<file path="src/rtl/sdram_arb_pkg.sv">
// sdram_arb_pkg
//   Shared types and helpers for the SDRAM port arbiter.
//   - arb_state_t : arbiter FSM states (SYNC, IDLE, WAIT)
//   - DS_BOTH     : byte-strobe value selecting both bytes
//   - rr_next     : modular round-robin pointer increment
package sdram_arb_pkg;

   typedef enum logic [1:0] {
      SYNC,
      IDLE,
      WAIT
   } arb_state_t;

   localparam logic [1:0] DS_BOTH = 2'b11;

   // Pointer following ptr, wrapping explicitly at n. When client 0 is
   // outside the rotation (skip0), the wrap lands on 1 instead of 0.
   function automatic int unsigned rr_next(input int unsigned ptr,
                                           input int unsigned n,
                                           input bit          skip0);
      if (ptr + 1 >= n) begin
         return skip0 ? 1 : 0;
      end
      return ptr + 1;
   endfunction

endpackage

</file>
<file path="src/rtl/sdram_port_arb_rr_pick.sv">
// rr_pick
//   Combinational round-robin pick among N_CLIENTS requesters.
//   - req_i   : request vector
//   - ptr_i   : index where the circular scan starts
//   - gnt_o   : one-hot winner
//   - idx_o   : binary index of the winner
//   - valid_o : at least one eligible request
//   With PRIO0 set, client 0 is removed from the rotation and instead
//   overrides the rotating result whenever it requests.
module rr_pick #(
   parameter int unsigned N_CLIENTS = 3,
   parameter bit          PRIO0     = 1'b1,
   localparam int unsigned PW       = (N_CLIENTS > 1) ? $clog2(N_CLIENTS) : 1
) (
   input  logic [N_CLIENTS-1:0] req_i,
   input  logic [PW-1:0]        ptr_i,
   output logic [N_CLIENTS-1:0] gnt_o,
   output logic [PW-1:0]        idx_o,
   output logic                 valid_o
);

   logic [N_CLIENTS-1:0]   req_m;
   logic [N_CLIENTS-1:0]   rot;
   logic [N_CLIENTS-1:0]   gnt_rot;
   logic [2*N_CLIENTS-1:0] gnt_dbl;
   logic                   found;
   int unsigned            pos;

   always_comb begin
      req_m = req_i;
      if (PRIO0) begin
         req_m[0] = 1'b0;
      end

      // Rotate so that bit 0 is the client at ptr_i; the first set bit of
      // the rotated vector is then the round-robin winner.
      rot = N_CLIENTS'({req_m, req_m} >> ptr_i);

      found   = 1'b0;
      gnt_rot = '0;
      pos     = 0;
      for (int unsigned k = 0; k < N_CLIENTS; k++) begin
         if (!found && rot[k]) begin
            found      = 1'b1;
            gnt_rot[k] = 1'b1;
            pos        = 32'(ptr_i) + k;
         end
      end
      if (pos >= N_CLIENTS) begin
         pos = pos - N_CLIENTS;
      end

      // Rotate the one-hot back into client order.
      gnt_dbl = {{N_CLIENTS{1'b0}}, gnt_rot} << ptr_i;
      gnt_o   = gnt_dbl[N_CLIENTS-1:0] | gnt_dbl[2*N_CLIENTS-1:N_CLIENTS];
      idx_o   = PW'(pos);
      valid_o = found;

      if (PRIO0 && req_i[0]) begin
         gnt_o    = '0;
         gnt_o[0] = 1'b1;
         idx_o    = '0;
         valid_o  = 1'b1;
      end
   end

endmodule

</file>
<file path="src/rtl/sdram_port_arb.sv">
// sdram_port_arb
//   Shares one toggle-handshake SDRAM port between N_CLIENTS requesters.
//   Ports:
//   - clk, reset          : clock, synchronous active-high reset
//   - cl_valid/we/addr/ds/d : per-client request (client i at slice i)
//   - cl_ready            : 1-cycle pulse, request accepted and latched
//   - cl_rvalid           : 1-cycle pulse, read data valid / write done
//   - cl_q                : shared read data, qualified by cl_rvalid
//   - port_req/ack        : toggle handshake; done when ack == req
//   - port_we/a/ds/d      : latched access fields
//   - port_q              : SDRAM read data
//   - busy                : arbiter not in IDLE
//   At most one access is in flight. port_req is deliberately not reset
//   so that it stays in step with a controller whose port is not reset;
//   after reset the SYNC state drains any outstanding access silently.
module sdram_port_arb
   import sdram_arb_pkg::*;
#(
   parameter int unsigned N_CLIENTS = 3,
   parameter bit          PRIO0     = 1'b1,
   parameter int unsigned AW        = 23
) (
   input  logic                    clk,
   input  logic                    reset,
   input  logic [N_CLIENTS-1:0]    cl_valid,
   input  logic [N_CLIENTS-1:0]    cl_we,
   input  logic [N_CLIENTS*AW-1:0] cl_addr,
   input  logic [N_CLIENTS*2-1:0]  cl_ds,
   input  logic [N_CLIENTS*16-1:0] cl_d,
   output logic [N_CLIENTS-1:0]    cl_ready,
   output logic [N_CLIENTS-1:0]    cl_rvalid,
   output logic [15:0]             cl_q,
   output logic                    port_req,
   input  logic                    port_ack,
   output logic                    port_we,
   output logic [AW-1:0]           port_a,
   output logic [1:0]              port_ds,
   output logic [15:0]             port_d,
   input  logic [15:0]             port_q,
   output logic                    busy
);

   localparam int unsigned PW = (N_CLIENTS > 1) ? $clog2(N_CLIENTS) : 1;

   arb_state_t           state_q, state_d;
   logic [PW-1:0]        rr_ptr_q, rr_ptr_d;
   logic [PW-1:0]        gnt_q, gnt_d;
   logic [N_CLIENTS-1:0] gnt_oh_q, gnt_oh_d;
   logic [N_CLIENTS-1:0] cl_ready_q, cl_ready_d;
   logic [N_CLIENTS-1:0] cl_rvalid_q, cl_rvalid_d;
   logic [15:0]          cl_q_q, cl_q_d;
   logic                 port_we_q, port_we_d;
   logic [AW-1:0]        port_a_q, port_a_d;
   logic [1:0]           port_ds_q, port_ds_d;
   logic [15:0]          port_d_q, port_d_d;
   logic                 port_req_q = 1'b0;
   logic                 port_req_d;

   logic [N_CLIENTS-1:0] pick_oh;
   logic [PW-1:0]        pick_idx;
   logic                 pick_valid;
   logic                 ack_match;

   assign ack_match = (port_ack == port_req_q);

   rr_pick #(
      .N_CLIENTS (N_CLIENTS),
      .PRIO0     (PRIO0)
   ) u_pick (
      .req_i   (cl_valid),
      .ptr_i   (rr_ptr_q),
      .gnt_o   (pick_oh),
      .idx_o   (pick_idx),
      .valid_o (pick_valid)
   );

   always_ff @(posedge clk) begin : state_reg
      if (reset) begin
         state_q <= SYNC;
      end else begin
         state_q <= state_d;
      end
   end

   always_comb begin : next_state
      state_d = state_q;
      unique case (state_q)
         SYNC:    if (ack_match)  state_d = IDLE;
         IDLE:    if (pick_valid) state_d = WAIT;
         WAIT:    if (ack_match)  state_d = IDLE;
         default: state_d = SYNC;
      endcase
   end

   always_comb begin : outputs_d
      rr_ptr_d    = rr_ptr_q;
      gnt_d       = gnt_q;
      gnt_oh_d    = gnt_oh_q;
      cl_ready_d  = '0;
      cl_rvalid_d = '0;
      cl_q_d      = cl_q_q;
      port_we_d   = port_we_q;
      port_a_d    = port_a_q;
      port_ds_d   = port_ds_q;
      port_d_d    = port_d_q;
      port_req_d  = port_req_q;
      unique case (state_q)
         IDLE: begin
            if (pick_valid) begin
               port_req_d = ~port_req_q;
               cl_ready_d = pick_oh;
               gnt_d      = pick_idx;
               gnt_oh_d   = pick_oh;
               for (int unsigned i = 0; i < N_CLIENTS; i++) begin
                  if (pick_oh[i]) begin
                     port_we_d = cl_we[i];
                     port_a_d  = cl_addr[i*AW +: AW];
                     port_ds_d = cl_ds[i*2 +: 2];
                     port_d_d  = cl_d[i*16 +: 16];
                  end
               end
            end
         end
         WAIT: begin
            if (ack_match) begin
               cl_rvalid_d = gnt_oh_q;
               if (!port_we_q) begin
                  cl_q_d = port_q;
               end
               rr_ptr_d = PW'(rr_next(32'(gnt_q), N_CLIENTS, PRIO0));
            end
         end
         default: ;
      endcase
   end

   always_ff @(posedge clk) begin : datapath
      if (reset) begin
         rr_ptr_q    <= '0;
         gnt_q       <= '0;
         gnt_oh_q    <= '0;
         cl_ready_q  <= '0;
         cl_rvalid_q <= '0;
         cl_q_q      <= '0;
         port_we_q   <= 1'b0;
         port_a_q    <= '0;
         port_ds_q   <= '0;
         port_d_q    <= '0;
      end else begin
         rr_ptr_q    <= rr_ptr_d;
         gnt_q       <= gnt_d;
         gnt_oh_q    <= gnt_oh_d;
         cl_ready_q  <= cl_ready_d;
         cl_rvalid_q <= cl_rvalid_d;
         cl_q_q      <= cl_q_d;
         port_we_q   <= port_we_d;
         port_a_q    <= port_a_d;
         port_ds_q   <= port_ds_d;
         port_d_q    <= port_d_d;
      end
   end

   // The toggle only freezes during reset; its value is never cleared.
   always_ff @(posedge clk) begin : req_toggle
      if (!reset) begin
         port_req_q <= port_req_d;
      end
   end

   assign cl_ready  = cl_ready_q;
   assign cl_rvalid = cl_rvalid_q;
   assign cl_q      = cl_q_q;
   assign port_req  = port_req_q;
   assign port_we   = port_we_q;
   assign port_a    = port_a_q;
   assign port_ds   = port_ds_q;
   assign port_d    = port_d_q;
   assign busy      = (state_q != IDLE);

endmodule

</file>
<file path="config.mk">
export PLATFORM = sky130hd
export DESIGN_NAME = sdram_port_arb
export DESIGN_NICKNAME = d
export VERILOG_FILES = /design/src/rtl/sdram_arb_pkg.sv /design/src/rtl/sdram_port_arb_rr_pick.sv /design/src/rtl/sdram_port_arb.sv
export SDC_FILE = /design/constraint.sdc
export NUM_CORES = 1
export LEC_CHECK = 0
export ABC_CLOCK_PERIOD_IN_PS = 3130
export BUFFER_PORTS_ARGS = -buffer_cell sky130_fd_sc_hd__buf_2
export CORE_ASPECT_RATIO = 0.8
export CORE_MARGIN = 5
export CORE_UTILIZATION = 29
export CTS_CLUSTER_SIZE = 20
export DETAILED_ROUTE_END_ITERATION = 12
export PLACE_DENSITY = 0.56
export SYNTH_ARGS = -nofsm -noshare
export SYNTH_HDL_FRONTEND = slang
export SYNTH_SLANG_ARGS = --single-unit
</file>
<file path="constraint.sdc">
create_clock -name clk -period 3.13 [get_ports clk]
set_input_delay 0.313 -clock clk [delete_from_list [all_inputs] [get_ports clk]]
set_output_delay 0.313 -clock clk [all_outputs]
set_load 0.02 [all_outputs]
</file>
==> results_dict.tcl, run 1 <==
set metrics [dict create \
    endpoint_kind "register" \
    synth-edff-count 1 \
    cap_violations 0 \
    ys_ff_latch 74 \
    track_usage_pct 16.0 \
    nFillCells 1285 \
    setup_violations 0 \
    fin_cells 804 \
    syn_avg_cell_area_um2 8.43 \
    yosysTopAreaCell "dfxtp_1" \
    hold_viol 0 \
    synth.distinct_cells 50 \
    p_leak_nw 2.38 \
    grt_overflow 0 \
    ctsResizeCount 0 \
    fin_area_mm2 0.00509 \
    slew_viol_final 0 \
    drt_iter0_drc 162 \
    synth_nets 586 \
    start_util_pct 29.9 \
    powerDensity_mw_per_mm2 483 \
    cts.htree.levels 3 \
    antenna_found_initial 0 \
    final_util_pct 41.4 \
    insertion_delay_ps 330 \
    io_buffers 213 \
    clock_skew_ps 8.53 \
    io_pins 214 \
    worst-path-max-fanout 14 \
    fin_crit_sh_pct 75.5 \
    core_mm2 0.0123 \
    crit_path_start_kind "register" \
    cts_setup_buffers 0 \
    fp.dieH_um 111 \
    status "finished clean" \
    finalWeightedCongestion 0.832 \
    drtPass1Iterations 5 \
    cts_tree "built" \
    rows 36 \
    cts_buffer_depth 2 \
    synth_area_leaders "dfxtp_1 (40%), o21ai_1 (10%), a211oi_1 (9.0%), and3_1 (7.1%), nand2_1 (4.8%)" \
    routed_wl_mm 12.2 \
    wire_per_inst_um 15.2 \
    grt_pass1_wl_mm 19.7 \
    peakVddDrop_uv 238 \
    holdWs_ps 213 \
    dpl.cell_count 788 \
    rsz0062_at_grt "false" \
    ctsHoldBuffers 0 \
    clockRootBuffer "clkbuf_16" \
    clkTransAtPathRegs_ps 60 \
    syn_area_mm2 0.00368 \
    num_antenna_cells 0 \
    synthCells 436 \
    die_area_mm2 0.0150 \
    yosysWarnings 0 \
    grt_pass1_vias 3990 \
    drive_above_1_share_pct 39.7 \
    ant_nets 0 \
    worst_pin_slew_ps 767 \
    period_needed_ps 2360 \
    min_path_type "in2reg" \
    critical_path_class "reg2reg" \
    via_count 3877 \
    grt_max_degree 46 \
    critPathArrivalTime_ps 2580 \
    dp_hpwl_mm 8.93 \
    final_common_cell "buf_2" \
    cts_made_buffers 9 \
    area_growth_pct 38.4 \
    synth_async_sr_flop_share_pct 0 \
    clock.fmax_mhz 423 \
    seq_area_frac_synth_pct 40.6 \
    max_slew_margin_pct 48.9 \
    required_ps 3340 \
    synth_top_area_share_pct 39.7 \
    cts_sinks 74 \
    place_area_mm2 0.00478 \
    fin_setup_tns_ps 0 \
    viasPerCell 4.82 \
    most-common-layout-cells "buf_2 (213), o21ai_1 (77), dfxtp_1 (73)" \
    nets 778 \
    die_w_um 136 \
    synth_top_flop_cell "dfxtp_1" \
    drc 0 \
]
## logic make-up (layout without fill, tap and decap cells)
kind of cell	Yosys count	in the layout	synth area share, %
xor gates and xnor gates	1	1	0.238
adders and majority gates	2	2	0.680
muxes	17	17	4.63
AOI/OAI and AO/OA	150	150	25.2
and+or+nand+nor	144	144	20.7
DFF	74	74	40.6
buffers and inverters	48	245	8.03
## per-stage QoR
step	power (mW)	setup slack (ps)
floorplan	1.26	1140
global placement	1.43	887
detailed placement	1.43	773
CTS	2.50	769
global route	2.59	671
finish	2.46	768
## registers in the layout, summed over array words and instances (netlist names)
register / count
cl_q: 16
rr_ptr_q: 2
gnt_oh_q: 3
port_a: 23
cl_ready: 3
port_req: 1
port_d: 16
cl_rvalid: 3
state_q: 2
port_ds: 2
gnt_q: 2
port_we: 1
## cell type report
type | count | area (um2) | share of cell area (%)
inverter | 9 | 46.3 | 0.909
sequential | 74 | 1490 | 29.3
tap | 171 | 214 | 4.20
multi-input combinational | 314 | 1900 | 37.3
clock buffer | 12 | 256 | 5.04
clock inverter | 4 | 51.3 | 1.01
timing repair buffer | 220 | 1130 | 22.2
## where the power goes
group,internal [mW],switching [mW]
Clock,0.661,0.392
Sequential,0.988,0.0247
Combinational,0.169,0.226
## path summary, 6_finish.rpt
check | start | end | slack (ps) | cells past startpoint
worst min register to register | port_a[7]$_SDFFE_PP0P_ | port_a[7]$_SDFFE_PP0P_ | 440 | 2
worst max register to register | rr_ptr_q[0]$_SDFFE_PP0P_ | gnt_q[1]$_SDFFE_PP0P_ | 770 | 8
worst max-delay path | rr_ptr_q[0]$_SDFFE_PP0P_ | gnt_q[1]$_SDFFE_PP0P_ | 770 | 8
worst min-delay path | port_q[5] | cl_q[5]$_SDFFE_PP0P_ | 210 | 3
## cells in the mapped netlist, drive strengths merged (2+ instances only)
| cell type | number |
|---|---|
| a211oi | 45 |
| nand2b | 5 |
| nand3 | 5 |
| and2 | 4 |
| nand2 | 48 |
| inv | 8 |
| dfxtp | 73 |
| nor2 | 23 |
| o211ai | 2 |
| a21oi | 5 |
| mux2i | 17 |
| or2 | 2 |
| buf | 17 |
| ha | 2 |
| nor2b | 5 |
| o311ai | 2 |
| o2111ai | 2 |
| nor3 | 3 |
| o21ai | 87 |
| and3 | 42 |
| clkbuf | 22 |
## critical path, stage by stage (launching register included)
cell	delay, ps
dfxtp_1	530
ha_1	320
or4bb_1	180
o311ai_0	140
or2_2	320
ha_1	210
a31o_2	250
o2111ai_2	180
o211ai_2	110
## metal layers
metal | global-route usage (%) | up-vias | part of all wire (%)
met3 | 5.76 | 17 | 8.6
li1 | - | 1954 | -
met4 | 4.63 | 0 | 1.8
met2 | 26.9 | 163 | 47
met5 | 0 | - | 0
met1 | 19.3 | 1743 | 43
No activity file was read; power rests on OpenSTA's default activity.
==> inputs of run 2 (changes only) <==
--- a/config.mk
+++ b/config.mk
@@ -5,7 +5,7 @@
 export SDC_FILE = /design/constraint.sdc
 export NUM_CORES = 1
 export LEC_CHECK = 0
-export ABC_CLOCK_PERIOD_IN_PS = 3130
+export ABC_CLOCK_PERIOD_IN_PS = 2200
 export BUFFER_PORTS_ARGS = -buffer_cell sky130_fd_sc_hd__buf_2
 export CORE_ASPECT_RATIO = 0.8
 export CORE_MARGIN = 5
==> constraint.sdc (replaced) <==
create_clock -name clk -period 2.2 [get_ports clk]
set_input_delay 0.22 -clock clk [delete_from_list [all_inputs] [get_ports clk]]
set_output_delay 0.22 -clock clk [all_outputs]
set_load 0.02 [all_outputs]
==> run 2 against run 1 <==
  * Sequential power increased by 43%
  * Clock power increased by 50%
  * Clock skew about the same
  * Clock-buffer cell count decreased by 2
  * Die area unchanged
  * Worst hold slack got worse by 88 ps
  * Via count increased by 1.7%
  * Critical path depth unchanged
  * Sequential cell count unchanged
  * Wire length increased by 3.3%
  * Sequential share of layout area decreased by 0.40 points
  * Highest routed layer unchanged
==> results_dict.tcl, run 2 (synthesized netlist as in run 1, its figures left out) <==
set metrics [dict create \
    max_slew_margin_pct 68.2 \
    drt_iter0_drc 149 \
    cts_setup_buffers 0 \
    area_growth_pct 40.4 \
    cts_tree "built" \
    endpoint_kind "register" \
    min_delay_path_depth 3 \
    finalWeightedCongestion 0.833 \
    grt_overflow 0 \
    cts_made_buffers 9 \
    viasPerCell 4.84 \
    track_usage_pct 16.3 \
    routed_wl_mm 12.6 \
    io_buffers 213 \
    drc 0 \
    critPathArrivalTime_ps 2320 \
    drive_above_1_share_pct 40.6 \
    reg2reg_from "rr_ptr_q[0]$_SDFFE_PP0P_" \
    ctsResizeCount 0 \
    largest_reg_flops 23 \
    p_sw_mw 0.946 \
    peakVddDrop_uv 367 \
    fin_setup_tns_ps 0 \
    clockRootBuffer "clkbuf_16" \
    slew_viol_final 0 \
    rsz0062_at_grt "false" \
    fp.dieH_um 111 \
    core_mm2 0.0123 \
    via_count 3941 \
    worst_hold_path.endpoint "cl_q[14]$_SDFFE_PP0P_" \
    cap_violations 0 \
    crit_top_cell "ha_1" \
    r2r_end "gnt_q[1]$_SDFFE_PP0P_" \
    ctsHoldBuffers 0 \
    wire_per_inst_um 15.5 \
    multi_input_area_mm2 0.00190 \
    nFillCells 1285 \
    p_leak_nw 2.43 \
    p_seq_share_pct 40.0 \
    rows 36 \
    num_antenna_cells 0 \
    io_pins 214 \
    start_util_pct 29.9 \
    cts_buffer_depth 2 \
    cts_sinks 74 \
    setup_violations 0 \
    grt_use_met1_pct 21.2 \
    reg2reg_depth 8 \
    cts.htree.levels 3 \
    busiest_layer "met2" \
    most-common-layout-cells "buf_2 (213), o21ai_1 (77), dfxtp_1 (73)" \
    die_area_mm2 0.0150 \
    worst-path-max-fanout 3 \
    critical_path_class "reg2reg" \
    antenna_found_initial 0 \
    grtUsageMet2_pct 25.8 \
    combinationalPowerShare_pct 16.0 \
    grtUsageMet3_pct 5.40 \
    seqCellArea_mm2 0.00149 \
    grt_pass1_vias 3989 \
    die_w_um 136 \
    p_int_mw 2.65 \
    nets 788 \
    ant_nets 0 \
    crit_chain "ha_1, or4bb_1, o311ai_0, or2_2, ha_1, a31o_2, o2111ai_2, o211ai_2" \
    hold_start "port_q[14]" \
    clock_skew_ps 8.30 \
    dp_hpwl_mm 9.32 \
    required_ps 2410 \
    crit_slowest_cell "ha_1" \
    critPathMaxStageDelay_ps 320 \
    reg2reg_slack_ps 90 \
    insertion_delay_ps 330 \
    status "finished clean" \
    grt_pass1_wl_mm 20.0 \
    power_frac_clock_pct 44.0 \
    clkTransAtPathRegs_ps 60 \
    crit_buf_inv 0 \
    grt_max_degree 46 \
    min_path_type "in2reg" \
    fin_crit_sh_pct 95.7 \
    final_common_cell "buf_2" \
    crit_path_start_kind "register" \
    hold_viol 0 \
    powerDensity_mw_per_mm2 697 \
    holdWs_ps 125 \
    clock.fmax_mhz 475 \
    drtPass1Iterations 4 \
    critical_path.top_delay_family "compound AO/OA/AOI/OAI gates" \
    p_sw_share_pct 26.3 \
    worst_pin_slew_ps 477 \
    period_needed_ps 2110 \
]
==> run 2: cell types whose count changed in the layout (fill, tap and decap cells not counted) <==
cell,change
buf_4,+11
clkinv_2,+1
clkbuf_8,-2
clkinvlp_4,-1
clkinv_4,-1
inv_6,+2
bufinv_16,+1
buf_12,-1
==> run 2: how the worst max path moves through the flow <==
stage	start	to	slack [ps]	depth (start not counted)
floorplan	rr_ptr_q[0]$_SDFFE_PP0P_	gnt_q[1]$_SDFFE_PP0P_	210	8
global placement	rr_ptr_q[0]$_SDFFE_PP0P_	gnt_q[1]$_SDFFE_PP0P_	170	8
detailed placement	rr_ptr_q[0]$_SDFFE_PP0P_	gnt_q[1]$_SDFFE_PP0P_	110	8
CTS	rr_ptr_q[0]$_SDFFE_PP0P_	gnt_q[1]$_SDFFE_PP0P_	110	8
global route	rr_ptr_q[0]$_SDFFE_PP0P_	gnt_q[0]$_SDFFE_PP0P_	20	8
finish	rr_ptr_q[0]$_SDFFE_PP0P_	gnt_q[1]$_SDFFE_PP0P_	90	8
==> run 2: power by group through the flow <==
stage	Combinational [mW]	Sequential, mW	Clock (mW)
2_1_floorplan	0.265	1.53	0
3_5_place_dp	0.580	1.47	0
6_report	0.574	1.44	1.58
3_3_place_gp	0.571	1.47	0
5_1_grt	0.635	1.45	1.67
4_1_cts	0.581	1.44	1.62
==> run 2: area by class of cell <==
class	instances	area share [%]
flip-flops and latches	74	28.9
repair buffers	230	23.1
well taps	171	4.14
multi-input cells	314	36.8
clock buffers	10	4.44
inverters	9	0.897
clock inverters	6	1.70
==> run 2: worst register-to-register path: stages, from the launching register on <==
cell,delay (ps)
dfxtp_1,310
ha_1,320
or4bb_1,170
o311ai_0,150
or2_2,320
ha_1,200
a31o_2,230
o2111ai_2,170
o211ai_2,110
==> run 2: layer usage <==
metal	share of wire, %	wire length, um	up-vias
li1	-	-	1969
met1	45	5720	1792
met2	46	5760	166
met3	7.8	988	14
met4	1.3	159	0
met5	0	0	-
==> run 2: through the flow <==
stage	util, %	area (um2)	setup WS, ps	cells	power, mW
2_1_floorplan	-	3680	213	436	1.80
3_3_place_gp	39.4	4850	171	798	2.04
3_5_place_dp	39.4	4850	113	798	2.05
4_1_cts	42.0	5160	105	814	3.64
5_1_grt	42.0	5160	21.7	814	3.75
6_report	42.0	5160	94.3	814	3.60
